## src/rtl/pau_arbiter.sv

```systemverilog
// pau_arbiter: shares one posit arithmetic unit between NUM_REQ requesters with round-robin
// grant, operand latching, minimum-wait/timeout sequencing and a valid/ready result return.
//
// state | meaning
// IDLE  | no operation in flight; combinational round-robin grant offered on req_ready
// WAIT  | operands latched, pau_start held, counting toward done or timeout
// RESP  | result (or timeout error) offered to the owner until it accepts
module pau_arbiter #(
  parameter int NUM_REQ   = 2,
  parameter int PAU_N     = 32,
  parameter int OP_W      = 3,
  parameter int WAIT_TIME = 4,
  parameter int TIMEOUT   = 64,
  parameter int CNT_W     = 8
) (
  input  logic                         clk,
  input  logic                         rst,
  input  logic [NUM_REQ-1:0]           req_valid,
  output logic [NUM_REQ-1:0]           req_ready,
  input  logic [NUM_REQ*OP_W-1:0]      req_op,
  input  logic [NUM_REQ*PAU_N-1:0]     req_a,
  input  logic [NUM_REQ*PAU_N-1:0]     req_b,
  output logic [NUM_REQ-1:0]           resp_valid,
  input  logic [NUM_REQ-1:0]           resp_ready,
  output logic [PAU_N-1:0]             resp_data,
  output logic                         resp_err,
  output logic [$clog2(NUM_REQ)-1:0]   owner,
  output logic                         busy,
  output logic                         pau_start,
  output logic [OP_W-1:0]              pau_op,
  output logic [PAU_N-1:0]             pau_a,
  output logic [PAU_N-1:0]             pau_b,
  input  logic                         pau_done,
  input  logic [PAU_N-1:0]             pau_result
);

  localparam int OWN_W = $clog2(NUM_REQ);

  typedef enum logic [1:0] {
    S_IDLE = 2'd0,
    S_WAIT = 2'd1,
    S_RESP = 2'd2
  } state_t;

  state_t             r_state;
  logic [CNT_W-1:0]   r_cnt;
  logic [OWN_W-1:0]   r_rr;
  logic [OWN_W-1:0]   r_owner;
  logic [NUM_REQ-1:0] r_resp_valid;
  logic [PAU_N-1:0]   r_resp_data;
  logic               r_resp_err;
  logic               r_busy;
  logic               r_pau_start;
  logic [OP_W-1:0]    r_pau_op;
  logic [PAU_N-1:0]   r_pau_a;
  logic [PAU_N-1:0]   r_pau_b;

  logic [OP_W-1:0]    w_op_arr [NUM_REQ];
  logic [PAU_N-1:0]   w_a_arr  [NUM_REQ];
  logic [PAU_N-1:0]   w_b_arr  [NUM_REQ];
  logic               w_grant_vld;
  logic [OWN_W-1:0]   w_grant_idx;
  logic [NUM_REQ-1:0] w_grant_oh;
  logic [NUM_REQ-1:0] w_owner_oh;
  logic [OWN_W-1:0]   w_rr_next;
  logic               w_min_met;
  logic               w_timeout;

  for (genvar g = 0; g < NUM_REQ; g++) begin : g_unpack
    assign w_op_arr[g] = req_op[g*OP_W +: OP_W];
    assign w_a_arr[g]  = req_a[g*PAU_N +: PAU_N];
    assign w_b_arr[g]  = req_b[g*PAU_N +: PAU_N];
  end

  // Scan from lowest to highest priority so the requester closest to r_rr wins last.
  always_comb begin
    logic [OWN_W-1:0] v_idx;
    v_idx       = '0;
    w_grant_vld = 1'b0;
    w_grant_idx = '0;
    for (int k = NUM_REQ - 1; k >= 0; k--) begin
      v_idx = OWN_W'((int'(r_rr) + k) % NUM_REQ);
      if (req_valid[v_idx]) begin
        w_grant_vld = 1'b1;
        w_grant_idx = v_idx;
      end
    end
    w_grant_oh              = '0;
    w_grant_oh[w_grant_idx] = 1'b1;
  end

  always_comb begin
    w_owner_oh          = '0;
    w_owner_oh[r_owner] = 1'b1;
  end

  assign w_rr_next = (w_grant_idx == OWN_W'(NUM_REQ - 1)) ? '0 : w_grant_idx + 1'b1;
  assign w_min_met = (r_cnt >= CNT_W'(WAIT_TIME));
  assign w_timeout = (r_cnt == CNT_W'(TIMEOUT));

  assign req_ready = (r_state == S_IDLE && w_grant_vld) ? w_grant_oh : '0;

  always_ff @(posedge clk) begin
    if (!rst) begin
      r_state      <= S_IDLE;
      r_cnt        <= '0;
      r_rr         <= '0;
      r_owner      <= '0;
      r_resp_valid <= '0;
      r_resp_data  <= '0;
      r_resp_err   <= 1'b0;
      r_busy       <= 1'b0;
      r_pau_start  <= 1'b0;
      r_pau_op     <= '0;
      r_pau_a      <= '0;
      r_pau_b      <= '0;
    end else begin
      case (r_state)
        S_IDLE: begin
          if (w_grant_vld) begin
            r_pau_op    <= w_op_arr[w_grant_idx];
            r_pau_a     <= w_a_arr[w_grant_idx];
            r_pau_b     <= w_b_arr[w_grant_idx];
            r_owner     <= w_grant_idx;
            r_rr        <= w_rr_next;
            r_cnt       <= '0;
            r_busy      <= 1'b1;
            r_pau_start <= 1'b1;
            r_state     <= S_WAIT;
          end
        end
        S_WAIT: begin
          if (!w_timeout) r_cnt <= r_cnt + 1'b1;
          // done wins over timeout when both land on the same edge
          if (w_min_met && pau_done) begin
            r_resp_data  <= pau_result;
            r_resp_err   <= 1'b0;
            r_resp_valid <= w_owner_oh;
            r_pau_start  <= 1'b0;
            r_state      <= S_RESP;
          end else if (w_timeout) begin
            r_resp_data  <= '0;
            r_resp_err   <= 1'b1;
            r_resp_valid <= w_owner_oh;
            r_pau_start  <= 1'b0;
            r_state      <= S_RESP;
          end
        end
        S_RESP: begin
          if (resp_ready[r_owner]) begin
            r_resp_valid <= '0;
            r_busy       <= 1'b0;
            r_state      <= S_IDLE;
          end
        end
        default: begin
          r_resp_valid <= '0;
          r_busy       <= 1'b0;
          r_pau_start  <= 1'b0;
          r_state      <= S_IDLE;
        end
      endcase
    end
  end

  assign resp_valid = r_resp_valid;
  assign resp_data  = r_resp_data;
  assign resp_err   = r_resp_err;
  assign owner      = r_owner;
  assign busy       = r_busy;
  assign pau_start  = r_pau_start;
  assign pau_op     = r_pau_op;
  assign pau_a      = r_pau_a;
  assign pau_b      = r_pau_b;

endmodule
```

## config.mk

```make
export PLATFORM = sky130hd
export DESIGN_NAME = pau_arbiter
export DESIGN_NICKNAME = d
export VERILOG_FILES = /design/src/rtl/pau_arbiter.sv
export SDC_FILE = /design/constraint.sdc
export NUM_CORES = 1
export LEC_CHECK = 0
export ABC_AREA = 1
export ABC_CLOCK_PERIOD_IN_PS = 4500
export CORE_MARGIN = 4
export CORE_UTILIZATION = 40
export DETAILED_ROUTE_END_ITERATION = 16
export PLACE_DENSITY = 0.85
export REMOVE_ABC_BUFFERS = 1
export SYNTH_ARGS = -nofsm -noshare
export SYNTH_HDL_FRONTEND = slang
export SYNTH_SLANG_ARGS = --single-unit
```

## constraint.sdc

```tcl
create_clock -name clk -period 4.5 [get_ports clk]
set_clock_uncertainty 0.2 [all_clocks]
set_input_delay 0.9 -clock clk [delete_from_list [all_inputs] [get_ports clk]]
set_output_delay 0.9 -clock clk [all_outputs]
set_load 0.005 [all_outputs]
```

; ---- Word level (Yosys, flattened, before mapping)
; Cells that the tools add are included.
[op_classes]
n_addsub = 3
order_cmp = 8
eq_ne = 7
muxes = 46
n_bitwise = 4
reduce_logical = 14
[op_table]
columns = op, n
row1 = $mux 32, 8
row2 = $mux 1, 19
row3 = $mux 8, 2
row4 = $pmux 8 s2, 1
row5 = $reduce_and 3->1, 5
row6 = $mux 2, 7
row7 = $pmux 2 s3, 2
row8 = $mux 3, 3
row9 = $add 8x1->8 const B, 1
row10 = $eq 8x7->1 const B, 1
row11 = $ge 8x3->1 const B, 1
row12 = $lt 1x2->1 const B, 4
row13 = $ne 2x2->1 const B, 3
row14 = $pmux 1 s3, 2
row15 = $logic_and 1x1->1, 4
row16 = $reduce_and 2->1, 2
row17 = $reduce_bool 2->1, 2
row18 = $ne 3x3->1 const B, 1
row19 = $not 1->1, 3
row20 = $add 1x1->1 const B, 2
row21 = $demux 1 s1, 2
row22 = $eq 2x1->1 const B, 1
row23 = $eq 2x2->1 const B, 1
row24 = $ge 1x1->1 const B, 2
row25 = other kinds (3), 3
[word_totals]
regBits = 116
input_bits = 173
out_inout_bits = 107
wordCells = 94

; ---- Logic depth before layout (Yosys ltp)
; Gate-level depths: netlist of the first run.
[depth]
depth_word = 10
depth_mapped = 10
mapped_depth_nobuf = 10

; ---- Worst setup path before layout of the first run
; OpenSTA, ideal clock, no wires.
[synth_timing]
path_kind = input to output
startpoint = input port req_valid[0]
endpoint = output port req_ready[1]
t_arrival_ps = 1520
required_ps = 3400
setup_slack_ps = 1880
stages = 5
n_path_buf = 2
path_cell_list = nand2_1 nand2_1 nor2_2 buf_2 buf_4
[synth_between]
elab_chain_len = 9
elab_cells_between_ends = 15
classes_between = order compare: 2 / mux: 11 / reduce/logical: 2
[synth_lines]
columns = item, line_no
row1 = from (decl), 18  ; input logic [NUM_REQ-1:0] req_valid,
row2 = $mux 1 (not written as such) (2 in series), 83  ; if (req_valid[v_idx]) begin
row3 = $mux 1 (2 in series), 83
row4 = $lt 1x2->1 (not written as such) / $ge 1x1->1 (equally long branches), 89  ; w_grant_oh[w_grant_idx] = 1'b1;
row5 = $logic_and 1x1->1 (not written as such), 89
row6 = $mux 1 (not written as such), 89
row7 = $demux 1 s1, 89
row8 = $mux 2 (*), 101  ; assign req_ready = (r_state == S_IDLE && w_grant_vld) ? w_grant_oh : '0;
row9 = to (decl), 19  ; output logic [NUM_REQ-1:0] req_ready,
; Every way passes the cells marked *; elsewhere a longest branch is shown, timed or not. The select of a mux whose other input is x is not followed.

; ---- Worst setup path in the final report of the first run
[layout_timing]
startpoint = input port req_valid[0]
endpoint = output port req_ready[0]
; Same word-level chain as after synthesis.

==> results of run 1 <==
-- registers in the layout, summed over array words and instances (netlist names) --
signal / count
pau_a: 32
pau_b: 32
resp_data: 32
r_cnt: 8
pau_op: 3
r_state: 2
resp_valid: 2
busy: 1
owner: 1
pau_start: 1
r_rr: 1
resp_err: 1
-- cell usage in the layout (no fill, tap or decap), types with 2 or more instances in the layout --
cell / n
sky130_fd_sc_hd__clkbuf_8: 7
sky130_fd_sc_hd__o21ai_0: 52
sky130_fd_sc_hd__clkdlybuf4s50_1: 279
sky130_fd_sc_hd__nor2_1: 16
sky130_fd_sc_hd__nand2_1: 164
sky130_fd_sc_hd__nand3_1: 54
sky130_fd_sc_hd__clkbuf_16: 17
sky130_fd_sc_hd__inv_2: 3
sky130_fd_sc_hd__a21oi_1: 55
sky130_fd_sc_hd__clkbuf_1: 4
sky130_fd_sc_hd__a22oi_1: 56
sky130_fd_sc_hd__inv_1: 22
sky130_fd_sc_hd__buf_4: 8
sky130_fd_sc_hd__nor2_4: 2
sky130_fd_sc_hd__clkinv_2: 2
sky130_fd_sc_hd__a31oi_1: 7
sky130_fd_sc_hd__dfxtp_1: 116
sky130_fd_sc_hd__ha_1: 2
-- logic make-up (layout without fill, tap and decap cells) --
group / after synthesis / after routing / synth area share (%)
simple gates: 241 / 241 / 21.5
fa+ha+maj: 2 / 2 / 0.536
buf+inv: 68 / 343 / 6.33
compound gates: 173 / 173 / 21.9
flops: 116 / 116 / 49.7
-- stage by stage --
| stage | cells | cell area, um2 |
|---|---|---|
| 2_1_floorplan | 557 | 4470 |
| 3_3_place_gp | 987 | 7520 |
| 3_5_place_dp | 987 | 7520 |
| 4_1_cts | 1018 | 8090 |
| 5_1_grt | 1018 | 8090 |
| 6_report | 1018 | 8090 |
-- worst min-delay path: stages, from the launching register on --
cell and delay (ps):
sky130_fd_sc_hd__dfxtp_1 300, sky130_fd_sc_hd__inv_1 50, sky130_fd_sc_hd__a211oi_1 60
-- worst max-delay path by stage --
stage | from | cells past startpoint | endpoint
after floorplan | req_valid[1] | 2 | req_ready[0]
after global placement | req_valid[0] | 6 | req_ready[0]
after detailed placement | req_valid[0] | 6 | req_ready[0]
after CTS | req_valid[0] | 6 | req_ready[0]
after global routing | req_valid[0] | 6 | req_ready[0]
final | req_valid[0] | 6 | req_ready[0]
-- power breakdown --
| part | switching (uW) | total, uW | leakage [uW] | internal, uW |
|---|---|---|---|---|
| Combinational | 196 | 493 | 0.00174 | 297 |
| Sequential | 35.8 | 1130 | 0.000949 | 1100 |
| Clock | 442 | 1300 | 0.000286 | 857 |
| Total | 673 | 2920 | 0.00298 | 2250 |
-- routing by layer --
| metal | GRT usage, % | vias to the layer above | part of all wire (%) |
|---|---|---|---|
| li1 | - | 2579 | - |
| met1 | 26.7 | 2443 | 37 |
| met2 | 41.6 | 210 | 50 |
| met3 | 10.0 | 42 | 8.9 |
| met4 | 12.8 | 0 | 3.9 |
| met5 | 0 | - | 0 |
-- layout make-up --
| class | count | area [um2] | area share (%) |
|---|---|---|---|
| clock buffers | 28 | 537 | 6.63 |
| clock inverters | 3 | 40.0 | 0.495 |
| well taps | 143 | 179 | 2.21 |
| inverters | 25 | 93.8 | 1.16 |
| repair buffers | 287 | 2850 | 35.2 |
| multi-input cells | 416 | 2070 | 25.6 |
| flip-flops and latches | 116 | 2320 | 28.7 |
==> impl_metrics.yaml, run 1 <==
setup_path:
  critical_path.max_stage_delay_ps: 550
  cp_num_buf_inv: 3
  timing.critical_path.to_type: "output pin"
  worst_r2r_startpoint: "r_state[1]"
  r2r_end: "pau_a[31]"
  timing.critical_path.from_type: "input pin"
  highest_net_fanout_along_the_worst_path: 3
  timing.critical_path.cells: "clkdlybuf4s50_1 -> nand2_1 -> nand2_1 -> inv_1 -> nor2_1 -> clkdlybuf4s50_1"
  cp.arrival_ps: 2470
  timing.setup.critical_path_class: "in2out"
  rrSetupSlack_ps: 2150
  critPathRequiredTime_ps: 3400
  ff2ff_path_depth: 7
  critical_path.slowest_cell: "sky130_fd_sc_hd__clkdlybuf4s50_1"
  cpLargestDelayFamily: "buffers and inverters"
job:
  max-cap-violations: 0
grt:
  total_routing_usage_reported_by_global_routing_pct: 24.7
  maximum_number_of_pins_on_one_net_before_global_route_repair: 80
  first_global_vias: 5118
  first_pass_grt_wire_length_um: 25800
  grt-ovfl-total: 0
  antenna_found_initial: 0
placed_design:
  dpl.hpwl_um: 11900
  portBuffers: 279
  gp_routability_congestion: 0.832
  pre_cts_ws_ps: 938
drt:
  detailroute.via_count: 5274
  avgViaCountPerCell: 5.18
  drt_first_pass_iters: 5
  wire_per_inst_um: 16.6
  finalWirelength_um: 16900
  drc_errors: 0
  first_iter_violations: 310
  antenna_left: 0
cells_and_area:
  flow.area_growth_from_synthesis_pct: 73.4
  antenna_cells: 0
  nets: 1038
  final_core_util_pct: 70.9
  layout.filler_cells: 924
  post_route_cells_drive_above_1_share_pct: 4.91
yosys:
  postSynthCellCount: 600
  yosysWarnings: 0
  synth_edf_count: 0
  synth.yosys.seq_area_share_pct: 49.7
  synth_flop_cell: "sky130_fd_sc_hd__dfxtp_1"
  synth.top_cells.by_area: "sky130_fd_sc_hd__dfxtp_1 (50%), sky130_fd_sc_hd__nand2_1 (13%), sky130_fd_sc_hd__a22oi_1 (9.0%)"
  netlist-cell-type-count: 25
  post_synthesis_register_bit_count: 116
  synth.most_common_cell: "sky130_fd_sc_hd__nand2_1"
  synthesis.area_um2: 4670
  synth_common_cells: "sky130_fd_sc_hd__nand2_1 (164), sky130_fd_sc_hd__dfxtp_1 (116), sky130_fd_sc_hd__a22oi_1 (56)"
  proportion_of_synthesized_flip_flops_having_asynchronous_set_or_reset_pct: 0
  synth_area_leader_cell: "sky130_fd_sc_hd__dfxtp_1"
  post_synth.cell_area_avg_um2: 7.78
  synth.top_cell.area_share_pct: 49.7
clock_tree:
  post_cts.resized_instances: 0
  post-cts-setup-buffer-count: 0
  clock_tree.root_cell: "sky130_fd_sc_hd__clkbuf_16"
  clk_pin_slew_ps: 50
  numCtsBuffers: 17
  h-tree-depth: 4
  cts-root-to-sink-buffers: 2
  worst_skew_pair.late_latency_ps: 410
  hold_buffers: 0
  clkSinkCount: 116
  clock_tree_from_tritoncts: "built"
timing:
  timing_worst_slew_pin_value_ps: 879
  hold-worst-slack_ps: 262
  maxSlewViolCount: 0
  layout_worst_path_cycle_share_pct: 79.2
  final_critical_path_setup_slack_ps: 935
  final-setup-viol-count: 0
  timing.setup.tns_ps: 0
  achievable-frequency_mhz: 281
  grt_setup_unrepaired: "no"
  relSlewSlack_pct: 41.4
  fin_crit_ps: 3570
  timing_hold_violations_final: 0
die:
  start_util_pct: 40.9
  rows: 39
  die-area_um2: 13500
  design.core.area_um2: 11400
  dieWidth_um: 116
  chip_height_um: 116
  ioPinCount: 280
power:
  irDropWorstVdd_mv: 0.280
  power_density_nw_per_um2: 361
  power.total_uw: 2920
  leakagePower_uw: 0.00298
status:
  status: "complete, no violations"
min_path:
  hold_path.class: "reg2reg"
  min_delay_src: "resp_err"
  hold-path-endpoint: "resp_err"
  hold_depth: 2
(Power assumes the default switching activity.)
==> run 2: changes to the inputs <==
--- a/config.mk
+++ b/config.mk
@@ -6,11 +6,11 @@
 export NUM_CORES = 1
 export LEC_CHECK = 0
 export ABC_AREA = 1
-export ABC_CLOCK_PERIOD_IN_PS = 4500
+export ABC_CLOCK_PERIOD_IN_PS = 3450
 export CORE_MARGIN = 4
-export CORE_UTILIZATION = 40
+export CORE_UTILIZATION = 38
 export DETAILED_ROUTE_END_ITERATION = 16
-export PLACE_DENSITY = 0.85
+export PLACE_DENSITY = 0.81
 export REMOVE_ABC_BUFFERS = 1
 export SYNTH_ARGS = -nofsm -noshare
 export SYNTH_HDL_FRONTEND = slang
==> constraint.sdc (replaced) <==
create_clock -name clk -period 3.45 [get_ports clk]
set_clock_uncertainty 0.2 [all_clocks]
set_input_delay 0.69 -clock clk [delete_from_list [all_inputs] [get_ports clk]]
set_output_delay 0.69 -clock clk [all_outputs]
set_load 0.005 [all_outputs]
==> run 2 against run 1 <==
Largest cell class unchanged. Highest routed layer unchanged. Global-route usage shrank 1.5 points. Die area grew 4.9%. Setup slack worse by 620 ps. Largest power group unchanged. Combinational power up 30%.
==> impl_metrics.yaml, run 2 (synthesis gave the netlist of run 1 again) <==
timing:
  achievable-frequency_mhz: 319
  hold-worst-slack_ps: 261
  maxSlewViolCount: 0
  timing.setup.tns_ps: 0
  timing_hold_violations_final: 0
  final-setup-viol-count: 0
  relSlewSlack_pct: 42.0
  layout_worst_path_cycle_share_pct: 90.9
  grt_setup_unrepaired: "no"
  timing_worst_slew_pin_value_ps: 869
  fin_crit_ps: 3130
min_path:
  hold_depth: 2
  min_delay_src: "resp_err"
  hold-path-endpoint: "resp_err"
  hold_path.class: "reg2reg"
setup_path:
  ff2ff_path_depth: 7
  highest_net_fanout_along_the_worst_path: 3
  cp.arrival_ps: 2240
  r2r_end: "pau_a[25]"
  rrSetupSlack_ps: 1070
  worst_r2r_startpoint: "r_state[1]"
  timing.critical_path.to_type: "output pin"
  critPathRequiredTime_ps: 2560
  timing.setup.critical_path_class: "in2out"
  timing.critical_path.from_type: "input pin"
cells_and_area:
  post_route_cells_drive_above_1_share_pct: 4.81
  final_core_util_pct: 67.3
  antenna_cells: 0
  final_cells: 1021
  nets: 1038
  layout_commonest_cell: "sky130_fd_sc_hd__clkdlybuf4s50_1"
  final_area_um2: 8080
  flow.area_growth_from_synthesis_pct: 73.1
  layout.cells.most_common_list: "sky130_fd_sc_hd__clkdlybuf4s50_1 (279), sky130_fd_sc_hd__nand2_1 (164), sky130_fd_sc_hd__dfxtp_1 (116)"
power:
  leakagePower_uw: 0.00297
  irDropWorstVdd_mv: 0.321
  sequentialPowerShare_pct: 39.5
  part_of_the_power_in_combinational_logic_pct: 17.2
  power_density_nw_per_um2: 464
  power.switching_fraction_pct: 23.3
  p_int_uw: 2870
  power.net_switching_uw: 875
  share_clk_of_total_power_pct: 43.4
die:
  dieWidth_um: 119
  start_util_pct: 38.9
  design.core.area_um2: 12000
  chip_height_um: 119
  die-area_um2: 14100
  rows: 40
  ioPinCount: 280
grt:
  maximum_number_of_pins_on_one_net_before_global_route_repair: 108
  first_global_vias: 5045
  grt-ovfl-total: 0
  met2_usage_pct: 38.6
  grt.met1_usage_pct: 26.3
  busiest_layer_in_global_routing: "met2"
  first_pass_grt_wire_length_um: 26000
  antenna_found_initial: 0
  grt_util_met3_pct: 8.40
  total_routing_usage_reported_by_global_routing_pct: 23.2
drt:
  finalWirelength_um: 16800
  detailroute.via_count: 5215
  drc_errors: 0
  antenna_left: 0
  wire_per_inst_um: 16.4
  drt_first_pass_iters: 5
  first_iter_violations: 330
  avgViaCountPerCell: 5.11
clock_tree:
  worst_skew_pair.late_latency_ps: 410
  numCtsBuffers: 17
  cts-root-to-sink-buffers: 2
  clock_tree_from_tritoncts: "built"
  post-cts-setup-buffer-count: 0
  post_cts.resized_instances: 0
  h-tree-depth: 4
  hold_buffers: 0
  clkSinkCount: 116
  clock_tree.root_cell: "sky130_fd_sc_hd__clkbuf_16"
  clk_pin_slew_ps: 50
placed_design:
  placed_cells: 991
  placed_area_um2: 7530
  portBuffers: 279
  gp_routability_congestion: 0.905
  dpl.hpwl_um: 11700
status:
  status: "complete, no violations"
job:
  max-cap-violations: 0
-- run 2: power groups by stage --
stage | clock network (uW) | registers [uW] | logic, uW
3_5_place_dp | 0 | 1500 | 644
4_1_cts | 1650 | 1480 | 649
2_1_floorplan | 0 | 1510 | 188
3_3_place_gp | 0 | 1500 | 641
6_report | 1620 | 1480 | 643
5_1_grt | 1710 | 1490 | 696
-- run 2: final cells by class --
class | instances | area, um2
Clock buffer | 25 | 495
Fill cell | 1035 | 3930
Multi-Input combinational cell | 416 | 2070
Sequential cell | 116 | 2320
Tap cell | 147 | 184
Timing Repair Buffer | 287 | 2870
Inverter | 25 | 93.8
Clock inverter | 5 | 50.0
-- run 2: per-stage QoR --
step	power, uW	setup slack (ps)
finish	3750	315
global route	3890	245
CTS	3780	298
detailed placement	2150	303
global placement	2140	302
floorplan	1700	-355
-- run 2: how the worst max path moves through the flow --
stage / startpoint / endpoint / slack (ps) / cells after the start
after CTS: req_valid[0] / req_ready[0] / 300 / 6
after floorplan: req_valid[1] / req_ready[0] / -360 / 2
after global placement: req_valid[0] / req_ready[0] / 300 / 6
final: req_valid[0] / req_ready[0] / 320 / 6
after global routing: req_valid[0] / req_ready[0] / 240 / 6
after detailed placement: req_valid[0] / req_ready[0] / 300 / 6
-- run 2: per-layer routing --
| metal | wire, um | part of all wire, % |
|---|---|---|
| met5 | 0 | 0 |
| met4 | 513 | 3.1 |
| met3 | 1250 | 7.4 |
| met2 | 8400 | 50 |
| met1 | 6620 | 39 |
-- run 2: worst max-delay path, stage by stage --
cell and delay, ps:
sky130_fd_sc_hd__clkdlybuf4s50_1 540, sky130_fd_sc_hd__nand2_1 70, sky130_fd_sc_hd__nand2_1 120, sky130_fd_sc_hd__inv_1 90
sky130_fd_sc_hd__nor2_1 190, sky130_fd_sc_hd__clkdlybuf4s50_1 540
==> run 3: changes to the inputs <==
--- a/config.mk
+++ b/config.mk
@@ -9,7 +9,10 @@
 export ABC_CLOCK_PERIOD_IN_PS = 3450
 export CORE_MARGIN = 4
 export CORE_UTILIZATION = 38
+export CTS_BUF_LIST = sky130_fd_sc_hd__clkbuf_16
+export CTS_CLUSTER_SIZE = 14
 export DETAILED_ROUTE_END_ITERATION = 16
+export GPL_TIMING_DRIVEN = 0
 export PLACE_DENSITY = 0.81
 export REMOVE_ABC_BUFFERS = 1
 export SYNTH_ARGS = -nofsm -noshare
==> run 3 against run 2 <==
Maximum frequency down 7.2%. Routed wire length increased by 3.6%. Via count increased by 0.40%. Cell area up 0.51%. Setup slack lost 240 ps. Largest power group is now registers. Final cell count up 0.39%. Worst hold slack gained 1.3 ps. First-iteration DRC count up 4.8%. Critical path type unchanged. Highest routed layer unchanged. Count of clock-buffer cells in the layout shrank 8.
==> impl_metrics.yaml, run 3 (synthesis gave the netlist of run 1 again) <==
status:
  status: "complete, no violations"
setup_path:
  critPathRequiredTime_ps: 2560
  crit_start: "req_valid[0]"
  highest_net_fanout_along_the_worst_path: 4
  worst_r2r_startpoint: "r_cnt[0]"
  timing.critical_path.from_type: "input pin"
  timing.setup.critical_path_class: "in2out"
  cp.arrival_ps: 2490
  ff2ff_path_depth: 8
  timing.critical_path.to_type: "output pin"
clock_tree:
  numCtsBuffers: 17
  clk_pin_slew_ps: 50
  clkSinkCount: 116
  worst_skew_pair.late_latency_ps: 410
  clock_tree.root_cell: "sky130_fd_sc_hd__clkbuf_16"
  h-tree-depth: 4
  cts-root-to-sink-buffers: 2
  clock_tree_from_tritoncts: "built"
drt:
  drc_errors: 0
  wire_per_inst_um: 17.0
  antenna_left: 0
  detailroute.via_count: 5236
  first_iter_violations: 346
  avgViaCountPerCell: 5.11
  finalWirelength_um: 17400
  drt_first_pass_iters: 5
die:
  chip_height_um: 119
  ioPinCount: 280
  dieWidth_um: 119
  die-area_um2: 14100
  design.core.area_um2: 12000
  rows: 40
  start_util_pct: 38.9
grt:
  maximum_number_of_pins_on_one_net_before_global_route_repair: 57
  busiest_layer_in_global_routing: "met2"
  met2_usage_pct: 40.8
  first_global_vias: 4984
  grt-ovfl-total: 0
  total_routing_usage_reported_by_global_routing_pct: 23.4
  antenna_found_initial: 0
  grt.met1_usage_pct: 25.6
  grt_util_met3_pct: 8.45
  first_pass_grt_wire_length_um: 26000
cells_and_area:
  layout.cells.most_common_list: "sky130_fd_sc_hd__clkdlybuf4s50_1 (279), sky130_fd_sc_hd__nand2_1 (164), sky130_fd_sc_hd__dfxtp_1 (116)"
  antenna_cells: 0
  nets: 1041
  layout.filler_cells: 1003
  area.sequential_um2: 2320
  multi_input_comb_area_um2: 2100
  flow.area_growth_from_synthesis_pct: 74.0
  layout_commonest_cell: "sky130_fd_sc_hd__clkdlybuf4s50_1"
  post_route_cells_drive_above_1_share_pct: 4.67
timing:
  grt_setup_unrepaired: "no"
  timing_worst_slew_pin_value_ps: 1340
  relSlewSlack_pct: 10.3
  timing.setup.tns_ps: 0
  achievable-frequency_mhz: 296
  layout_worst_path_cycle_share_pct: 97.9
  fin_crit_ps: 3380
  maxSlewViolCount: 0
  timing_hold_violations_final: 0
  hold-worst-slack_ps: 262
  final-setup-viol-count: 0
min_path:
  min_delay_src: "resp_err"
  hold_depth: 2
  hold_path.class: "reg2reg"
power:
  irDropWorstVdd_mv: 0.316
  leakagePower_uw: 0.00299
  sequentialPowerShare_pct: 41.0
  share_clk_of_total_power_pct: 40.0
  p_int_uw: 2720
  part_of_the_power_in_combinational_logic_pct: 18.9
  power.net_switching_uw: 887
  power_density_nw_per_um2: 444
  power.switching_fraction_pct: 24.6
placed_design:
  gp_routability_congestion: 0.841
  portBuffers: 279
  dpl.hpwl_um: 12000
job:
  max-cap-violations: 0
run 3: cell types whose count changed in the layout (fill, tap and decap cells not counted), moves of 2 or more:
| cell | change |
|---|---|
| sky130_fd_sc_hd__clkinv_1 | +6 |
| sky130_fd_sc_hd__buf_4 | -5 |
| sky130_fd_sc_hd__clkbuf_1 | -4 |
| sky130_fd_sc_hd__clkbuf_8 | -4 |
| sky130_fd_sc_hd__inv_1 | +4 |
| sky130_fd_sc_hd__buf_12 | +2 |
| sky130_fd_sc_hd__buf_16 | +2 |
| sky130_fd_sc_hd__nor2_2 | +2 |
run 3: worst paths after layout:
check	slack, ps	end
worst max-delay path	70	req_ready[0]
worst min-delay path	260	resp_err
worst min register to register	260	resp_err
worst max register to register	750	resp_valid[1]
run 3: critical path: stages:
cell	delay, ps
sky130_fd_sc_hd__clkdlybuf4s50_1	620
sky130_fd_sc_hd__nand2_1	90
sky130_fd_sc_hd__nand2_1	190
sky130_fd_sc_hd__inv_1	190
sky130_fd_sc_hd__nor2_4	190
sky130_fd_sc_hd__clkdlybuf4s50_1	520
run 3: repair_timing:
item / CTS / global route
hold buffers: 0 / 0
pin swaps: 2 / 1
endpoints found under the setup margin: 2 / 1
gates cloned: 2 / 1
buffers inserted: 2 / 0
endpoints found under the hold margin: 0 / 0
resized for setup: 2 / 0
run 3: area by class of cell:
cell class | count | share of cell area (%)
timing repair buffer | 287 | 36.2
multi-input combinational | 419 | 25.8
clock buffer | 17 | 5.24
inverter | 25 | 1.19
tap | 147 | 2.26
sequential | 116 | 28.6
clock inverter | 14 | 0.709
run 3: metal layers:
layer  routed length (um)  share of wire (%)
met3                 1440                8.3
met1                 6590                 38
met4                  480                2.8
met5                    0                  0
met2                 8890                 51
run 3: per-stage QoR:
| step | power (uW) | utilization [%] | worst slack, ps | std cells | instance area, um2 |
|---|---|---|---|---|---|
| detailed placement | 2170 | 63.2 | -926 | 989 | 7590 |
| global route | 3740 | 67.6 | 29.1 | 1025 | 8120 |
| global placement | 2140 | 62.0 | -3100 | 983 | 7440 |
| CTS | 3630 | 67.5 | 35.3 | 1024 | 8110 |
| finish | 3600 | 67.6 | 71.3 | 1025 | 8120 |
| floorplan | 1700 | - | -355 | 557 | 4470 |
run 3: power groups by stage:
stage          logic [uW]  registers (uW)  clock network, uW
3_5_place_dp          663            1500                  0
3_3_place_gp          636            1500                  0
4_1_cts               683            1480               1470
5_1_grt               733            1490               1520
6_report              683            1480               1440
2_1_floorplan         188            1510                  0
